==> src/rtl/aes_dec_round_ctrl.sv <==
`default_nettype none
// ============================================================================
// Module   : aes_dec_round_ctrl
// Purpose  : Round sequencer for an iterative AES decryption datapath. It
//            accepts one ciphertext block, requests round keys from NR down
//            to 0, steers the state register between the initial key XOR and
//            the round logic, and enables InvMixColumns only in the middle
//            rounds. It then holds the plaintext valid until it is consumed.
// Revision : 1.0 - initial release
//
// Parameters
//   NR         number of cipher rounds (10, 12 or 14)
// Ports
//   clk        clock, all state updates on the rising edge
//   rst        synchronous active-high reset
//   in_valid   ciphertext block offered       in_ready   block can be accepted
//   key_valid  round key key_idx is available key_idx    round-key index
//   ld_sel     1 = load ciphertext ^ key, 0 = load round-logic result
//   st_en      state register write enable
//   mix_en     apply InvMixColumns this round
//   out_valid  plaintext valid                 out_ready  consumer accepts it
//   busy       controller is not idle
//   abort      (only with AES_DEC_ABORT_EN) drop the current block
// Build option
//   AES_DEC_ABORT_EN  adds the abort input
// ============================================================================
module aes_dec_round_ctrl #(
  parameter int NR = 10
) (
  input  logic       clk,
  input  logic       rst,
  input  logic       in_valid,
  output logic       in_ready,
  input  logic       key_valid,
  output logic [3:0] key_idx,
  output logic       ld_sel,
  output logic       st_en,
  output logic       mix_en,
  output logic       out_valid,
  input  logic       out_ready,
  output logic       busy
`ifdef AES_DEC_ABORT_EN
  ,
  input  logic       abort
`endif
);

  localparam logic [2:0] S_IDLE  = 3'd0;
  localparam logic [2:0] S_INIT  = 3'd1;
  localparam logic [2:0] S_ROUND = 3'd2;
  localparam logic [2:0] S_FINAL = 3'd3;
  localparam logic [2:0] S_DONE  = 3'd4;

  localparam logic [3:0] NR_IDX   = 4'(NR);
  localparam logic [3:0] NR_M1IDX = 4'(NR - 1);

  if ((NR != 10) && (NR != 12) && (NR != 14)) begin : g_bad_nr
    $error("aes_dec_round_ctrl: NR must be 10, 12 or 14");
  end

  logic [2:0] state_q, state_d;
  logic [3:0] rnd_q, rnd_d;
  logic       abort_act;

`ifdef AES_DEC_ABORT_EN
  // Abort has no meaning while idle, so it is qualified by the state.
  assign abort_act = abort && (state_q != S_IDLE);
`else
  assign abort_act = 1'b0;
`endif

  // --------------------------------------------------------------------------
  // State register
  // --------------------------------------------------------------------------
  always_ff @(posedge clk) begin
    if (rst) begin
      state_q <= S_IDLE;
      rnd_q   <= 4'd0;
    end else begin
      state_q <= state_d;
      rnd_q   <= rnd_d;
    end
  end

  // --------------------------------------------------------------------------
  // Next-state logic. Every key-consuming state stalls while key_valid is low.
  // --------------------------------------------------------------------------
  always_comb begin
    state_d = state_q;
    rnd_d   = rnd_q;
    case (state_q)
      S_IDLE: begin
        if (in_valid) begin
          state_d = S_INIT;
          rnd_d   = NR_IDX;
        end
      end
      S_INIT: begin
        if (key_valid) begin
          state_d = S_ROUND;
          rnd_d   = NR_M1IDX;
        end
      end
      S_ROUND: begin
        if (key_valid) begin
          // Testing <= 1 rather than == 1 keeps rnd from ever wrapping below 0.
          if (rnd_q <= 4'd1) begin
            state_d = S_FINAL;
            rnd_d   = 4'd0;
          end else begin
            rnd_d = rnd_q - 4'd1;
          end
        end
      end
      S_FINAL: begin
        if (key_valid) begin
          state_d = S_DONE;
        end
      end
      S_DONE: begin
        if (out_ready) begin
          state_d = S_IDLE;
        end
      end
      default: begin
        state_d = S_IDLE;
        rnd_d   = 4'd0;
      end
    endcase

    if (abort_act) begin
      state_d = S_IDLE;
      rnd_d   = 4'd0;
    end
  end

  // --------------------------------------------------------------------------
  // Output decode: registered state only, except st_en which follows key_valid.
  // --------------------------------------------------------------------------
  always_comb begin
    in_ready  = 1'b0;
    busy      = 1'b1;
    key_idx   = 4'd0;
    ld_sel    = 1'b0;
    st_en     = 1'b0;
    mix_en    = 1'b0;
    out_valid = 1'b0;
    case (state_q)
      S_IDLE: begin
        in_ready = 1'b1;
        busy     = 1'b0;
      end
      S_INIT: begin
        key_idx = NR_IDX;
        ld_sel  = 1'b1;
        st_en   = key_valid && !abort_act;
      end
      S_ROUND: begin
        key_idx = rnd_q;
        mix_en  = 1'b1;
        st_en   = key_valid && !abort_act;
      end
      S_FINAL: begin
        st_en = key_valid && !abort_act;
      end
      S_DONE: begin
        out_valid = !abort_act;
      end
      default: begin
        busy = 1'b1;
      end
    endcase
  end

endmodule
`default_nettype wire

==> config.mk <==
export PLATFORM = sky130hd
export DESIGN_NAME = aes_dec_round_ctrl
export DESIGN_NICKNAME = d
export VERILOG_FILES = /design/src/rtl/aes_dec_round_ctrl.sv
export SDC_FILE = /design/constraint.sdc
export NUM_CORES = 1
export LEC_CHECK = 0
export ABC_AREA = 1
export CAP_MARGIN = 20
export CORE_AREA = 8 8 45 47
export CTS_CLUSTER_DIAMETER = 120
export DETAILED_ROUTE_END_ITERATION = 12
export DIE_AREA = 0 0 53 55
export GPL_ROUTABILITY_DRIVEN = 0
export GPL_TIMING_DRIVEN = 0
export PLACE_DENSITY = 0.72
export SETUP_SLACK_MARGIN = 0.4
export SYNTH_ARGS = -nofsm -noshare
export SYNTH_HDL_FRONTEND = slang
export SYNTH_SLANG_ARGS = --single-unit
==> constraint.sdc <==
create_clock -name clk -period 1.7 [get_ports clk]
set_input_delay 0.255 -clock clk [delete_from_list [all_inputs] [get_ports clk]]
set_output_delay 0.255 -clock clk [all_outputs]
set_load 0.02 [all_outputs]
# After elaboration in Yosys (flattened, before gate mapping)
# Cells that the tools add are included.
dict set report word_totals {
  regBits 7
  inputBits 5
  output_inout_bits 10
  elab_cells 39
}
dict set report classes {
  n_addsub 1
  order_cmp 1
  eq_ne 10
  n_mux 19
  bitwise_logic 1
  reduce_logical 5
}
# op n
set ops {}
lappend ops {{3-bit two-way mux} 6}
lappend ops {{4-bit two-way mux} 4}
lappend ops {{4-bit one-hot mux with 4 select lines} 1}
lappend ops {{3-bit one-hot mux with 5 select lines} 1}
lappend ops {{2-bit inequality test (second input constant)} 6}
lappend ops {{4-bit one-hot mux with 2 select lines} 1}
lappend ops {{3-bit by 2-bit equality test with 1-bit output (second input constant)} 2}
lappend ops {{1-bit two-way mux} 6}
lappend ops {{6-bit AND reduction} 1}
lappend ops {{4-bit by 1-bit <= comparator with 1-bit output (second input constant)} 1}
lappend ops {{4-bit AND reduction} 1}
lappend ops {{4-bit by 1-bit subtractor with 4-bit output (second input constant)} 1}
lappend ops {{3-bit by 1-bit equality test with 1-bit output (second input constant)} 1}
lappend ops {{3-bit equality test (second input constant)} 1}
lappend ops {{3-bit logical NOT} 1}
lappend ops {{3-bit OR reduction} 1}
lappend ops {{2-bit OR reduction} 1}
lappend ops {{1-bit NOT} 1}

# Longest topological paths before layout
dict set report logic_depth {
  ltp_word 4
  mapped_depth 10
  depth_no_buf 10
}

# Worst setup path before layout
# No wires, ideal clock.
dict set report synth_path {
  path_type {register to output}
  startpoint {register state_q[2]}
  endpoint {output key_idx[1]}
  arrival_time_ns 1.141
  required_ns 1.445
  slack_ns 0.304
  path_stages_with_launch 4
  path_buffers 0
  path_cell_list {dfxtp_1 -> nor2_4 -> nand2_2 -> o21ai_0}
}
dict set report synth_via {
  elab_chain_len 2
}
# item line
set synth_lines {}
lappend synth_lines {{from (decl)} 61} ;# logic [2:0] state_q, state_d;
lappend synth_lines {{from (signal assigned)} 80} ;# state_q <= state_d;
lappend synth_lines {{3-bit by 2-bit equality test with 1-bit output / 3-bit by 1-bit equality test with 1-bit output (equally long branches)} 148} ;# case (state_q)
lappend synth_lines {{4-bit one-hot mux with 2 select lines (*)} 148}
lappend synth_lines {{to (decl)} 35} ;# output logic [3:0] key_idx,
# Mark *: on every way between the ends. The rest lies on a longest branch, timed or not.

# Worst setup path in the final report
dict set report layout_path {
  startpoint {register state_q[0]}
  endpoint {output key_idx[3]}
}
# The elaborated chain is that of the path after synthesis.

==> run_results.csv <==
group,metric,value,unit
outcome,status,"complete, no violations",
synthesis,syn-cell-area,574.3,sq um
finish,syn2layout_area_growth,53.81,%
synthesis,synth_top_cell_by_area,"dfxtp_1",
placed_design,hpwl,1.145,mm
routing,drt_iter0_drc,13,
routing,routed_wl,1.782,mm
floorplanning,num_rows,14,
hold_path,whs_path_depth,2,
synthesis,syn_area_per_cell,5.921,sq um
clocking,cts-root-buf,"clkbuf_4",
timing,setup_violations,0,
synthesis,synth.most_common_cell,"nand2_1",
routing,wire_per_inst,12.91,um
routing,vias,703,
critical_path,worst_r2r_path_depth,8,
synthesis,synth_edf_count,0,
critical_path,start_kind,"flop",
floorplanning,io_pins,15,
global_route,grt_pass1_wl,2.497,mm
timing,slew_violations,0,
synthesis,ys_seq_area_frac,0.2440,
timing,max-slew-margin-rel,0.8347,
clocking,cts_buffers,3,
run,drv_cap,0,
timing,fin_skew,0.006118,ns
timing,rsz0062_at_grt,"yes",
routing,vias_per_cell,5.094,
synthesis,yosysWarnings,0,
finish,nFillCells,134,
timing,worst_slew_pin_slew,0.2472,ns
synthesis,synthTopCellsByCount,"nand2_1 (27), inv_1 (16), nor2_1 (13)",
routing,drcViolationCount,0,
timing,period_share,0.8251,
power,max-vdd-ir-drop,1.119,mV
synthesis,ys_types,14,
synthesis,ys_seq_elements,7,
finish,fin_nets,130,
critical_path,end_kind,"output pin",
clocking,clk_pin_slew,0.06,ns
synthesis,ys.flop_type,"dfxtp_1",
finish,post-route-util,0.6383,
floorplanning,initial_core_util,0.4150,
clocking,clockBufferDepth,2,
synthesis,synth_area_leaders,"dfxtp_1 (24%), nand2_1 (18%), inv_1 (10%)",
critical_path,crit_arrival,1.15,ns
global_route,track_usage,0.1117,
timing,fmax,712.9,MHz
clocking,htreeDepth,1,
routing,postRouteAntennaNets,0,
synthesis,async_flop_share,0,
placed_design,dpl-instance-area,734.5,sq um
floorplanning,dieWidth,53,um
clocking,clk_latency,0.25,ns
clocking,cts.hold.buffers_added,0,
global_route,grt_pass1_vias,627,
floorplanning,core,1384,sq um
global_route,grt_overflow_total,0,
synthesis,syn_nets,104,
global_route,antenna_found_initial,0,
routing,dr.pass1.iters,4,
finish,finalNonFillerCells,138,
timing,hold_violations,0,
global_route,grt_max_degree,8,
finish,antenna_cells,0,
placed_design,post-place-cells,127,
power,power_density,1969,nW/um^2
finish,design_area,883.3,sq um
critical_path,crit_fanout,6,
hold_path,hold_path.class,"flop to flop",
clocking,cts_tree,"done",
power,p_leak,0.4382,nW
floorplanning,dieArea,2915,sq um
finish,drive_gt1_frac,0.4344,
clocking,cts_sinks,7,
synthesis,synth_top_area_share,0.2440,
critical_path,cp.required,1.44,ns
critical_path,crit_type,"flop to output pin",
power,power,1.739,mW
placed_design,io_buffer_count,14,
synthesis,netlist_instances,97,
timing,fin_crit,1.403,ns
floorplanning,dieHeight,55,um
## worst paths after layout
path | slack (ns) | from | end
min | 0.52 | rnd_q[2]$_SDFFE_PP0P_ | rnd_q[2]$_SDFFE_PP0P_
min reg2reg | 0.52 | rnd_q[2]$_SDFFE_PP0P_ | rnd_q[2]$_SDFFE_PP0P_
max | 0.30 | state_q[0]$_SDFFE_PP0P_ | key_idx[3]
max reg2reg | 0.36 | state_q[0]$_SDFFE_PP0P_ | rnd_q[3]$_SDFFE_PP0P_
## cells by family (layout without fill, tap and decap cells)
| kind of cell | count (synthesis) | in the layout | share of synthesized area |
|---|---|---|---|
| buf+inv | 18 | 43 | 0.1177 |
| flops | 7 | 7 | 0.2440 |
| compound gates | 16 | 16 | 0.1590 |
| simple gates | 54 | 54 | 0.4357 |
| fa+ha+maj | 2 | 2 | 0.04357 |
## area by class of cell
type                            count  area, sq um  share of cell area
Inverter                           18        67.56             0.07649
Sequential cell                     7        153.9              0.1742
Tap cell                           16        20.02             0.02266
Timing Repair Buffer               21        180.2              0.2040
Clock buffer                        4        26.28             0.02975
Multi-Input combinational cell     72        435.4              0.4929
## cells in the final DEF, fill, tap and decap left out, drive strengths merged
cell / instances
a21oi: 7
buf: 17
clkbuf: 4
clkdlybuf4s50: 4
dfxtp: 7
ha: 2
inv: 18
nand2: 30
nand3: 6
nor2: 18
o21ai: 9
## worst max-delay path, cell delays in order (launching register included)
cell and delay, ns:
dfxtp_4 0.36, nor2_4 0.18, nand2_4 0.09, o21ai_1 0.12, buf_4 0.15
## flip-flops by register name, summed over array words and instances (netlist names)
register,count
rnd_q,4
state_q,3
## metrics by stage
stage / hold WS (ns) / setup TNS, ns / setup WS [ns]
after floorplan: 0.3241 / 0 / 0.3037
after global placement: 0.4981 / -0.1378 / -0.06374
after detailed placement: 0.5022 / -0.1725 / -0.07338
after CTS: 0.5050 / 0 / 0.3048
after global routing: 0.5449 / 0 / 0.2529
final: 0.5199 / 0 / 0.2972
## power by group
part / leakage, nW / switching, mW / internal, mW
clock network: 0.0150 / 0.0595 / 0.0894
registers: 0.0605 / 0.0870 / 0.237
logic: 0.363 / 0.730 / 0.535
## layer usage
layer	up-vias	share of wire	track usage
li1	349	-	-
met1	337	0.39	0.1086
met2	15	0.54	0.2129
met3	2	0.061	0.02941
met4	0	0.0073	0.05603
met5	-	0	0
## timing repair
action                     4_1_cts  5_1_grt
setup endpoints to repair       17       17
resized for setup               74       14
hold endpoints to repair         0        0
pin swaps                        9        3
buffers inserted                 5        2
No activity file was read; power rests on OpenSTA's default activity.
